## src/rtl/morse_digit_tx.sv

```systemverilog
// Morse transmitter for one decimal digit taken from a seven-segment pattern or a BCD value.
// Five timed elements are keyed MSB first, then a silent inter-character gap.
module morse_digit_tx #(
  parameter int UNIT_CYCLES    = 4,
  parameter int DASH_UNITS     = 3,
  parameter int CHAR_GAP_UNITS = 3,
  parameter bit SEG_ACTIVE_LOW = 1'b1
) (
  input  logic       clk,
  input  logic       rst,
  input  logic       in_valid,
  output logic       in_ready,
  input  logic       in_sel,
  input  logic [7:0] in_seg,
  input  logic [3:0] in_bcd,
  input  logic       abort,
  output logic       key_out,
  output logic       busy,
  output logic [4:0] code_out,
  output logic       done,
  output logic       err
);

  localparam int DOT_LEN  = UNIT_CYCLES;
  localparam int DASH_LEN = DASH_UNITS * UNIT_CYCLES;
  localparam int CGAP_LEN = CHAR_GAP_UNITS * UNIT_CYCLES;
  localparam int MAX_A    = (DASH_LEN > CGAP_LEN) ? DASH_LEN : CGAP_LEN;
  localparam int MAX_LEN  = (MAX_A > DOT_LEN) ? MAX_A : DOT_LEN;
  localparam int CW       = (MAX_LEN > 1) ? $clog2(MAX_LEN) : 1;

  typedef enum logic [1:0] {
    IDLE = 2'd0,
    MARK = 2'd1,
    GAP  = 2'd2,
    CGAP = 2'd3
  } state_t;

  // Returns {valid, digit} for an active-low segment pattern.
  function automatic logic [4:0] seg_decode(input logic [7:0] seg);
    case (seg)
      8'hC0:   seg_decode = 5'b1_0000;
      8'hF9:   seg_decode = 5'b1_0001;
      8'hA4:   seg_decode = 5'b1_0010;
      8'hB0:   seg_decode = 5'b1_0011;
      8'h99:   seg_decode = 5'b1_0100;
      8'h92:   seg_decode = 5'b1_0101;
      8'h82:   seg_decode = 5'b1_0110;
      8'hF8:   seg_decode = 5'b1_0111;
      8'h80:   seg_decode = 5'b1_1000;
      8'h90:   seg_decode = 5'b1_1001;
      default: seg_decode = 5'b0_0000;
    endcase
  endfunction

  function automatic logic [4:0] digit_code(input logic [3:0] d);
    case (d)
      4'd1:    digit_code = 5'b01111;
      4'd2:    digit_code = 5'b00111;
      4'd3:    digit_code = 5'b00011;
      4'd4:    digit_code = 5'b00001;
      4'd6:    digit_code = 5'b10000;
      4'd7:    digit_code = 5'b11000;
      4'd8:    digit_code = 5'b11100;
      4'd9:    digit_code = 5'b11110;
      4'd0:    digit_code = 5'b11111;
      default: digit_code = 5'b00000;
    endcase
  endfunction

  function automatic logic [CW-1:0] mark_load(input logic is_dash);
    if (is_dash) begin
      mark_load = CW'(DASH_LEN - 1);
    end else begin
      mark_load = CW'(DOT_LEN - 1);
    end
  endfunction

  state_t        state_q, state_d;
  logic [CW-1:0] cnt_q, cnt_d;
  logic [2:0]    elem_q, elem_d;
  logic [4:0]    shift_q, shift_d;
  logic [4:0]    code_q, code_d;
  logic          key_q, key_d;
  logic          busy_q, busy_d;
  logic          done_q, done_d;
  logic          err_q, err_d;

  logic [7:0]    seg_norm;
  logic          sel_ok;
  logic [3:0]    sel_digit;
  logic          hs;

  assign seg_norm = SEG_ACTIVE_LOW ? in_seg : ~in_seg;
  assign in_ready = (state_q == IDLE) && !abort && !rst;
  assign hs       = in_valid && in_ready;

  // Input selection and validity of the offered digit.
  always_comb begin
    sel_ok    = 1'b0;
    sel_digit = 4'd0;
    if (in_sel) begin
      sel_ok    = (in_bcd <= 4'd9);
      sel_digit = in_bcd;
    end else begin
      {sel_ok, sel_digit} = seg_decode(seg_norm);
    end
  end

  // Next-state, timing and pulse logic; shift_q[4] is the element currently on air.
  always_comb begin
    state_d = state_q;
    cnt_d   = cnt_q;
    elem_d  = elem_q;
    shift_d = shift_q;
    code_d  = code_q;
    done_d  = 1'b0;
    err_d   = 1'b0;
    case (state_q)
      IDLE: begin
        if (hs && sel_ok) begin
          code_d  = digit_code(sel_digit);
          shift_d = digit_code(sel_digit);
          elem_d  = 3'd0;
          cnt_d   = mark_load(code_d[4]);
          state_d = MARK;
        end else if (hs) begin
          err_d = 1'b1;
        end else begin
          cnt_d = '0;
        end
      end
      MARK: begin
        if (cnt_q != '0) begin
          cnt_d = cnt_q - CW'(1);
        end else if (elem_q == 3'd4) begin
          cnt_d   = CW'(CGAP_LEN - 1);
          state_d = CGAP;
        end else begin
          cnt_d   = CW'(DOT_LEN - 1);
          elem_d  = elem_q + 3'd1;
          shift_d = {shift_q[3:0], 1'b0};
          state_d = GAP;
        end
      end
      GAP: begin
        if (cnt_q != '0) begin
          cnt_d = cnt_q - CW'(1);
        end else begin
          cnt_d   = mark_load(shift_q[4]);
          state_d = MARK;
        end
      end
      CGAP: begin
        if (cnt_q != '0) begin
          cnt_d = cnt_q - CW'(1);
        end else begin
          done_d  = 1'b1;
          state_d = IDLE;
        end
      end
      default: begin
        cnt_d   = '0;
        state_d = IDLE;
      end
    endcase

    // Abort cuts a character short; the code register keeps the last digit.
    if (abort && (state_q != IDLE)) begin
      state_d = IDLE;
      cnt_d   = '0;
      done_d  = 1'b0;
    end else begin
      state_d = state_d;
    end

    key_d  = (state_d == MARK);
    busy_d = (state_d != IDLE);
  end

  // State and registered outputs.
  always_ff @(posedge clk) begin
    if (rst) begin
      state_q <= IDLE;
      cnt_q   <= '0;
      elem_q  <= 3'd0;
      shift_q <= 5'd0;
      code_q  <= 5'd0;
      key_q   <= 1'b0;
      busy_q  <= 1'b0;
      done_q  <= 1'b0;
      err_q   <= 1'b0;
    end else begin
      state_q <= state_d;
      cnt_q   <= cnt_d;
      elem_q  <= elem_d;
      shift_q <= shift_d;
      code_q  <= code_d;
      key_q   <= key_d;
      busy_q  <= busy_d;
      done_q  <= done_d;
      err_q   <= err_d;
    end
  end

  assign key_out  = key_q;
  assign busy     = busy_q;
  assign code_out = code_q;
  assign done     = done_q;
  assign err      = err_q;

endmodule

```

## config.mk

```make
export PLATFORM = sky130hd
export DESIGN_NAME = morse_digit_tx
export DESIGN_NICKNAME = d
export VERILOG_FILES = /design/src/rtl/morse_digit_tx.sv
export SDC_FILE = /design/constraint.sdc
export NUM_CORES = 1
export LEC_CHECK = 0
export ABC_CLOCK_PERIOD_IN_PS = 3750
export CORE_UTILIZATION = 30
export CTS_CLUSTER_SIZE = 8
export DETAILED_ROUTE_END_ITERATION = 12
export PLACE_DENSITY_LB_ADDON = 0.3
export SLEW_MARGIN = 20
export SYNTH_ARGS = -nofsm -noshare
export SYNTH_HDL_FRONTEND = slang
export SYNTH_SLANG_ARGS = --single-unit
```

## constraint.sdc

```tcl
create_clock -name clk -period 3.75 [get_ports clk]
set_input_delay 0.75 -clock clk [delete_from_list [all_inputs] [get_ports clk]]
set_output_delay 0.75 -clock clk [all_outputs]
set_load 0.05 [all_outputs]
```

==> metrics.md, run 1 <==
| Metric | Value |
|---|---|
| Status | finished with violations |
| Failing checks | DRC |
| Most frequent CP cell | clkdlybuf4s50_1 |
| H-tree depth | 1 |
| Post-synth ARST share | 0% |
| Mapped Nets | 202 |
| Post-synthesis sequential area ratio | 29.14% |
| Fin nets | 226 |
| TritonCTS Buffers | 3 |
| WL/cell | between 10 and 15 µm |
| Routed Antenna Nets | 0 |
| # clock sinks | 23 |
| First-pass GRT wire length | 6141 µm |
| Yosys warnings | 0 |
| Critical path's top delay family | buffers and inverters |
| HPWL Detailed | 2645 µm |
| Final Wtd Congestion | 0.7414 |
| Total track usage | between 10 and 15% |
| Worst reg2reg startpoint | cnt_q[0] |
| Max stage delay on crit path | 0.86 ns |
| Max FO, Critical Path | 5 |
| CTS tree | built |
| CP arrival | 2.40 ns |
| Int Power | 0.3789 mW |
| Die area | 5561 µm² |
| Starting DRT DRC Count | 88 |
| Final wirelength | between 3000 and 4000 µm |
| Peak VDD IR | between 0.00009 and 0.0001 V |
| Count of final setup violators | 0 |
| Root Driver | clkbuf_8 |
| IO Port Bufs | 26 |
| Die outline width | 74.58 µm |
| Commonest register cell after synthesis | dfxtp_1 |
| Placed cell count | 270 |
| Max_cap viols | 0 |
| Post-CTS Hold Buffers | 0 |
| P&R area growth vs syn | 20.35% |
| Global route overflow | 0 |
| Setup_tns | 0 ns |
| CP bufs+invs | 2 |
| Power Density | 278.7 nW/µm² |
| Post-synth cell types | 63 |
| Share of layout cells above drive strength 1 | between 10% and 20% |
| Via-per-instance ratio | 5.270 |
| Logic pwr share | 22.8% |
| Largest net degree at the start of global routing | 17 |
| Switching Fraction | 28.53% |
| Synth Cell Area | 1580 µm² |
| LEAKAGE | 0.6939 nW |
| Core ar. | 5075 µm² |
| Slew @ Worst Pin | 0.7108 ns |
| Postcts setup bufs | 0 |
| Vias post-DR | 1444 |
| Fmax | 317.1 MHz |
| DRT Pass-1 Iters | 8 |
| Initial Utilization | 31.14% |
| Fin cells | 274 |
| Critical Path RT | about 3 ns |
| Worst Hold Class | flip-flop to flip-flop |
| Synth Instances | 181 |
| Average cell area after synthesis | approximately 8.7 µm² |
| Antenna diode count | 0 |
| Fin crit period | ~3.2 ns |
| Post-CTS sizing | 0 |
| Fin crit share | between 80% and 90% |
| Crit-path cells | clkdlybuf4s50_1 -> nor4_2 -> clkdlybuf4s50_1 |
| Number of global-route vias before repair | 1326 |
| Final number of hold-violating endpoints | 0 |
| Sw power | 0.1513 mW |
| Max-slew violations | 0 |
| Critical hold path startpoint | code_out[3] |
| Cell Area, Placed | between 1500 and 2000 µm² |
| Die Ht | between 70 and 80 µm |
| RSZ-0062 raised after global routing | no |
| CP max stage cell | clkdlybuf4s50_1 |
| Final design utilization | 37.48% |
| Synth Register Bits | 23 |
| EDFF count, synth | 0 |
| Slew headroom | 52.51% |
| Initial antenna violation count | 0 |
| Clock transition at path regs | 0.08 ns |
| Ports | 27 |
| Finished Cell Area | 1902 µm² |
| CP Launch Point | abort |
| Fin Hold WS | around 0.47 ns |
| Crit Path Class | primary input to output pin |
| Setup crit start kind | primary input |
| Num rows | 26 |
| CTS max path bufs | 2 |
| DRC viols | 1 |
| Flop pwr share | slightly below 50% |
| CP Capture Type | output pin |
| Clock power frac | 28.8% |
| Clock latency on the worst-skew pair | about 0.26 ns |
| Fin Clk Skew | 0.004944 ns |
[per-stage QoR]
stage,setup slack [ns],power (mW)
after global placement,0.6159,0.3824
after global routing,0.5304,0.5605
after CTS,0.5843,0.5412
after floorplan,0.8703,0.3428
after detailed placement,0.5851,0.3831
final,0.5960,0.5301
[synthesized netlist by cell type, drive strengths merged (2+ instances only)]
cell     instances  area, µm²
a31o             3      26.28
and2             3      20.02
a21o             2      15.01
o31ai            4      30.03
o22a             2      26.28
nand3            6      35.03
nor3             6      30.03
and3b            3      27.53
ha               4      50.05
o21a             3      22.52
a32o             2      20.02
o221a            2      22.52
nand3b           2      15.01
o211a            2      27.53
clkbuf           2      27.53
a21oi           15      82.58
a22oi            3      22.52
o211ai           8      83.83
o21ai            8      40.03
nor2b            2      12.51
nand2           15      56.30
a211oi           3      27.52
o2111ai          2      17.52
nor3b            5      42.54
nor2            13      51.30
inv              9      33.78
a211o            4      35.03
nor4             2      18.77
buf              6      51.30
dfxtp           23      460.4
[kinds of logic (layout without fill, tap and decap cells)]
group                    count (synthesis)  after routing  share of synthesized area, %
AO/OA/AOI/OAI                           71             71                         36.50
flip-flops                              23             23                         29.14
XOR/XNOR                                 2              2                         1.109
buffers and inverters                   17             40                         7.126
adder cells (fa/ha/maj)                  4              4                         3.167
AND/OR/NAND/NOR                         64             64                         22.96
[worst min-delay path, delay by kind of cell (launching register included)]
| family | cells | cell delay [ns] |
|---|---|---|
| AND/OR/NAND/NOR | 1 | 0.06 |
| flip-flops | 1 | 0.31 |
| AO/OA/AOI/OAI | 1 | 0.05 |
[worst paths after layout]
path                      end  slack (ns)  cells past startpoint
setup reg to reg         busy        1.69                      8
setup / recovery     in_ready        0.60                      3
hold reg to reg   code_out[3]        0.47                      2
hold / removal    code_out[3]        0.47                      2
[metal layers]
| metal | up-vias | part of all wire (%) | GRT usage [%] |
|---|---|---|---|
| li1 | 739 | - | - |
| met1 | 688 | 51 | 19.66 |
| met2 | 13 | 46 | 22.42 |
| met3 | 4 | 2.1 | 1.626 |
| met4 | 0 | 1.0 | 3.774 |
| met5 | - | 0 | 0 |
[power by group through the flow]
stage / clock network [mW] / logic [mW] / registers [mW]
floorplan: 0 / 0.0716 / 0.271
global route: 0.169 / 0.134 / 0.258
global placement: 0 / 0.120 / 0.262
CTS: 0.163 / 0.122 / 0.256
finish: 0.153 / 0.121 / 0.256
detailed placement: 0 / 0.121 / 0.262
[final cells by class]
class,instances,area (µm²)
fill,563,3173
multi-input combinational,141,1007
sequential,23,460.4
timing repair buffer,27,267.8
tap,70,87.58
clock buffer,4,45.04
inverter,9,33.78
[placed cells by master, fill, tap and decap left out, types with 2 or more instances in the layout]
master and n:
a211o_1 4, a211oi_1 2, a21o_1 2, a21oi_1 13
a21oi_2 2, a22oi_1 3, a31o_2 2, a32o_1 2
and2_1 2, and3b_1 2, clkbuf_8 3, clkdlybuf4s50_1 26
dfxtp_1 23, ha_1 4, inv_1 9, nand2_1 15
nand3_1 5, nand3b_1 2, nor2_1 12, nor2b_1 2
nor3_1 6, nor3b_1 4, o2111ai_1 2, o211ai_1 5
o211ai_2 2, o21a_1 3, o21ai_0 5, o21ai_1 3
o221a_2 2, o31ai_1 4
[registers in the layout (all words and copies together), names as in the netlist]
signal	count
elem_q	3
done	1
err	1
state_q	2
code_out	5
busy	1
cnt_q	4
key_out	1
shift_q	5
Power figures use the tool's default switching activity.
==> run 2: changes to the inputs <==
Settings changed: ABC_CLOCK_PERIOD_IN_PS 3750 to 3100.
Clock period 3.75 ns to 3.1 ns, I/O delays scaled along.
==> metrics.md, run 2 (synthesis gave the netlist of run 1 again) <==
| Metric | Value |
|---|---|
| Status | finished, final reports clean (was finished with violations) |
| Die area | 5561 µm² (unchanged) |
| Fin crit share | between 80% and 90% |
| Postcts setup bufs | 0 (unchanged) |
| Count of final setup violators | 0 (unchanged) |
| Initial antenna violation count | 0 (unchanged) |
| LEAKAGE | 0.7116 nW (was 0.6939 nW) |
| Ports | 27 (unchanged) |
| TritonCTS Buffers | 3 (unchanged) |
| Slew @ Worst Pin | 0.6981 ns (was 0.7108 ns) |
| GRT busiest layer | met2 (unchanged) |
| Fmax | 391.6 MHz |
| Die Ht | 74.58 µm (unchanged) |
| Final Wtd Congestion | 0.7938 (was 0.7414) |
| Post-CTS Hold Buffers | 0 (unchanged) |
| Starting DRT DRC Count | 56 (was 88) |
| GRT met2 Usage | 23.82% (was 22.42%) |
| Final wirelength | 3689 µm (was 3494 µm) |
| Setup_tns | 0 ns (unchanged) |
| Fin nets | 228 (was 226) |
| IO Port Bufs | 26 (unchanged) |
| H-tree depth | 1 (unchanged) |
| Core ar. | 5075 µm² (unchanged) |
| RSZ-0062 raised after global routing | no (unchanged) |
| Via-per-instance ratio | 5.290 (was 5.270) |
| Routed Antenna Nets | 0 (unchanged) |
| GR Util met1 | 20.49% (was 19.66%) |
| Max_cap viols | 0 (unchanged) |
| CTS max path bufs | 2 (unchanged) |
| Critical path's top delay family | compound AO/OA/AOI/OAI gates (was buffers and inverters) |
| Final design utilization | 37.99% (was 37.48%) |
| Commonest non-fill, non-tap cell in the layout | clkdlybuf4s50_1 (unchanged) |
| CP Capture Type | flip-flop (was output pin) |
| Commonest non-fill, non-tap cells in the layout | clkdlybuf4s50_1 (25), dfxtp_1 (23), nand2_1 (15) (was clkdlybuf4s50_1 (26), dfxtp_1 (23), nand2_1 (15)) |
| HPWL Detailed | 2727 µm (was 2645 µm) |
| Max stage delay on crit path | 0.60 ns (was 0.86 ns) |
| Root Driver | clkbuf_8 (unchanged) |
| WL/cell | 13.37 µm (was 12.75 µm) |
| Clock latency on the worst-skew pair | 0.26 ns (about the same) |
| First-pass GRT wire length | 6451 µm (was 6141 µm) |
| Max FO, Critical Path | 16 (was 5) |
| Fin crit period | 2.553 ns |
| # clock sinks | 23 (unchanged) |
| Post-CTS sizing | 0 (unchanged) |
| Num rows | 26 (unchanged) |
| Vias post-DR | 1460 (was 1444) |
| Clock transition at path regs | 0.08 ns (about the same) |
| DRT Pass-1 Iters | 4 (was 8) |
| Crit-path cells | clkdlybuf4s50_1 -> and3b_1 -> o2111ai_1 -> o211ai_2 -> o211ai_4 -> a21oi_1 -> a32o_1 (was clkdlybuf4s50_1 -> nor4_2 -> clkdlybuf4s50_1) |
| Largest net degree at the start of global routing | 17 (unchanged) |
| CP max stage cell | clkdlybuf4s50_1 (unchanged) |
| Initial Utilization | 31.14% (unchanged) |
| Max-slew violations | 0 (unchanged) |
| P&R area growth vs syn | 22.01% (was 20.35%) |
| Number of global-route vias before repair | 1380 (was 1326) |
| Share of layout cells above drive strength 1 | 13.59% (was 11.76%) |
| CTS tree | built (unchanged) |
| Final number of hold-violating endpoints | 0 (unchanged) |
| Setup crit start kind | primary input (unchanged) |
| Slew headroom | 53.36% (was 52.51%) |
| Critical Path RT | 3.26 ns (was 3.00 ns) |
| Antenna diode count | 0 (unchanged) |
| DRC viols | 0 (was 1) |
| CP arrival | 2.72 ns (was 2.40 ns) |
| Routing usage on met3 | 1.626% (unchanged) |
| Power Density | 336.5 nW/µm² (was 278.7 nW/µm²) |
| Peak VDD IR | 0.0001579 V (was 0.00009345 V) |
| R2r setup slk | 1.07 ns (was 1.69 ns) |
| Worst Hold Class | flip-flop to flip-flop (unchanged) |
| Die outline width | 74.58 µm (unchanged) |
| CP bufs+invs | 1 (was 2) |
| Global route overflow | 0 (unchanged) |
| Total track usage | 14.71% (was 13.94%) |
| Fin Clk Skew | 0.004581 ns (was 0.004944 ns) |
| Crit Path Class | primary input to flip-flop (was primary input to output pin) |
run 2: where the power goes:
part | switching [mW] | internal (mW) | leakage [nW]
registers | 0.00582 | 0.304 | 0.186
clock network | 0.0966 | 0.0897 | 0.0255
logic | 0.0863 | 0.0662 | 0.500
total | 0.189 | 0.460 | 0.712
run 2: final timing paths:
check / startpoint / endpoint / cells after the start
setup / recovery: in_seg[1] / shift_q[4] / 7
setup reg to reg: cnt_q[0] / cnt_q[1] / 6
hold reg to reg: code_out[4] / code_out[4] / 1
hold / removal: code_out[4] / code_out[4] / 1
run 2: stage by stage:
stage	power, mW	hold slack, ns	instance area (µm²)	worst slack, ns	cells
after global routing	0.6849	0.4968	1928	0.4377	276
after floorplan	0.4147	0.4497	1580	0.3503	181
final	0.6487	0.4733	1928	0.5467	276
after CTS	0.6586	0.4794	1928	0.5842	276
after global placement	0.4673	0.4549	1882	0.3458	272
after detailed placement	0.4683	0.4529	1882	0.3051	272
run 2: final cells by class:
cell class                      count  area, µm²
Clock buffer                        3      41.29
Multi-Input combinational cell    141       1007
Sequential cell                    23      460.4
Clock inverter                      1      5.005
Tap cell                           70      87.58
Fill cell                         540       3147
Timing Repair Buffer               29      292.8
Inverter                            9      33.78
run 2: per-layer routing:
metal,vias to the layer above,wire (µm)
met1,701,1875
li1,741,-
met4,0,36
met5,-,0
met3,4,62
met2,14,1716
==> run 3: changes to the inputs <==
Settings changed: ABC_CLOCK_PERIOD_IN_PS 3100 to 2060.
Clock period 3.1 ns to 2.06 ns, I/O delays scaled along.
==> metrics.md, run 3 (synthesis gave the netlist of run 1 again) <==
| Metric | Value |
|---|---|
| Critical Path RT | 2.26 ns (was 3.26 ns) |
| CTS max path bufs | 2 (unchanged) |
| TritonCTS Buffers | 3 (unchanged) |
| Global route overflow | 0 (unchanged) |
| Worst Hold Class | flip-flop to flip-flop (unchanged) |
| Placed cell count | 299 (was 272) |
| Ports | 27 (unchanged) |
| Final Wtd Congestion | 0.8657 (was 0.7938) |
| CP arrival | 2.14 ns (was 2.72 ns) |
| IO Port Bufs | 26 (unchanged) |
| Peak VDD IR | 0.0001927 V (was 0.0001579 V) |
| Num rows | 26 (unchanged) |
| Slew @ Worst Pin | 0.4951 ns (was 0.6981 ns) |
| Fin nets | 255 (was 228) |
| Commonest non-fill, non-tap cell in the layout | buf_4 (was clkdlybuf4s50_1) |
| Postcts setup bufs | 0 (unchanged) |
| Max FO, Critical Path | 7 (was 16) |
| FILL cells | 529 (was 540) |
| Starting DRT DRC Count | 35 (was 56) |
| Total track usage | 14.83% (was 14.71%) |
| CP Capture Type | flip-flop (unchanged) |
| WL/cell | 12.76 µm (was 13.37 µm) |
| CTS tree | built (unchanged) |
| DRC viols | 0 (unchanged) |
| RSZ-0062 raised after global routing | no (unchanged) |
| Final number of hold-violating endpoints | 0 (unchanged) |
| HPWL Detailed | 2958 µm (was 2727 µm) |
| First-pass GRT wire length | 6555 µm (was 6451 µm) |
| Share of layout cells above drive strength 1 | 27.04% (was 13.59%) |
| Largest net degree at the start of global routing | 14 (was 17) |
| Status | finished, final reports clean (unchanged) |
| Final wirelength | 3865 µm (was 3689 µm) |
| H-tree depth | 1 (unchanged) |
| Worst reg2reg startpoint | state_q[0] (was cnt_q[0]) |
| Power Density | 465.6 nW/µm² (was 336.5 nW/µm²) |
| Clock transition at path regs | 0.08 ns (about the same) |
| Number of global-route vias before repair | 1512 (was 1380) |
| Fin Clk Skew | 0.008488 ns (was 0.004581 ns) |
| Die area | 5561 µm² (unchanged) |
| CP Launch Point | in_seg[6] (was in_seg[1]) |
| Initial Utilization | 31.14% (unchanged) |
| Setup crit start kind | primary input (unchanged) |
| Routed Antenna Nets | 0 (unchanged) |
| Die outline width | 74.58 µm (unchanged) |
| Core ar. | 5075 µm² (unchanged) |
| Root Driver | clkbuf_8 (unchanged) |
| Post-CTS Hold Buffers | 0 (unchanged) |
| DRT Pass-1 Iters | 4 (unchanged) |
| Die Ht | 74.58 µm (unchanged) |
| LEAKAGE | 0.8823 nW (was 0.7116 nW) |
| Count of final setup violators | 0 (unchanged) |
| Commonest non-fill, non-tap cells in the layout | buf_4 (26), dfxtp_1 (23), clkdlybuf4s50_1 (17) (was clkdlybuf4s50_1 (25), dfxtp_1 (23), nand2_1 (15)) |
| Final design utilization | 43.59% (was 37.99%) |
| Crit Path Class | primary input to flip-flop (unchanged) |
| Slew headroom | 66.89% (was 53.36%) |
| # clock sinks | 23 (unchanged) |
| Via-per-instance ratio | 5.142 (was 5.290) |
| Antenna diode count | 0 (unchanged) |
| Clock latency on the worst-skew pair | 0.27 ns (was 0.26 ns) |
| Initial antenna violation count | 0 (unchanged) |
| Fin crit share | 93.94% |
| Fin cells | 303 (was 276) |
| Vias post-DR | 1558 (was 1460) |
| Critical hold path startpoint | code_out[3] (was code_out[4]) |
| Max-slew violations | 0 (unchanged) |
| Fmax | 516.8 MHz |
| Max_cap viols | 0 (unchanged) |
| Fin crit period | 1.935 ns |
| P&R area growth vs syn | 39.98% (was 22.01%) |
-- run 3: repair_timing --
action / in CTS / in global routing
resized for setup: 16 / 6
pin swaps: 7 / 2
endpoints found under the setup margin: 18 / 9
-- run 3: cell type report --
type / count / area [µm²] / share of cell area (%)
multi-input cells: 141 / 1080 / 48.81
repair buffers: 56 / 504.2 / 22.79
flip-flops and latches: 23 / 460.4 / 20.81
well taps: 70 / 87.58 / 3.959
clock buffers: 3 / 41.29 / 1.867
inverters: 9 / 33.78 / 1.527
clock inverters: 1 / 5.005 / 0.2262
-- run 3: routing by layer --
metal / global-route usage (%) / wire, µm
met1: 19.69 / 1875
met2: 24.82 / 1832
met3: 1.762 / 105
met4: 5.031 / 53
met5: 0 / 0
-- run 3: report_power, final --
part	switching (mW)	total (mW)	internal [mW]
sequential	0.00904	0.467	0.458
clock	0.154	0.289	0.135
combinational	0.144	0.274	0.131
total	0.306	1.03	0.723
-- run 3: final timing paths --
path | endpoint | slack (ns) | cells past startpoint
worst max-delay path | shift_q[1] | 0.12 | 8
worst min-delay path | code_out[3] | 0.48 | 2
worst max register to register | shift_q[2] | 0.31 | 6
worst min register to register | code_out[3] | 0.48 | 2
-- run 3: metrics by stage --
step / instance area, µm² / TNS [ns] / total power [mW] / setup slack, ns / hold WS (ns)
3_5_place_dp: 2111 / -6.801 / 0.7449 / -0.3824 / 0.4488
3_3_place_gp: 2111 / -6.284 / 0.7446 / -0.3627 / 0.4531
2_1_floorplan: 1628 / -0.2837 / 0.6318 / -0.07872 / 0.4497
4_1_cts: 2188 / 0 / 1.038 / 0.02061 / 0.4805
5_1_grt: 2212 / 0 / 1.084 / 0.02346 / 0.4953
6_report: 2212 / 0 / 1.030 / 0.1248 / 0.4764
-- run 3: critical path, stage by stage --
cell and delay [ns]:
dlygate4sd2_1 0.33, buf_4 0.17, xnor2_1 0.12, a41o_1 0.27, o22a_4 0.24, a21o_1 0.18, a211o_1 0.30, a21oi_1 0.11
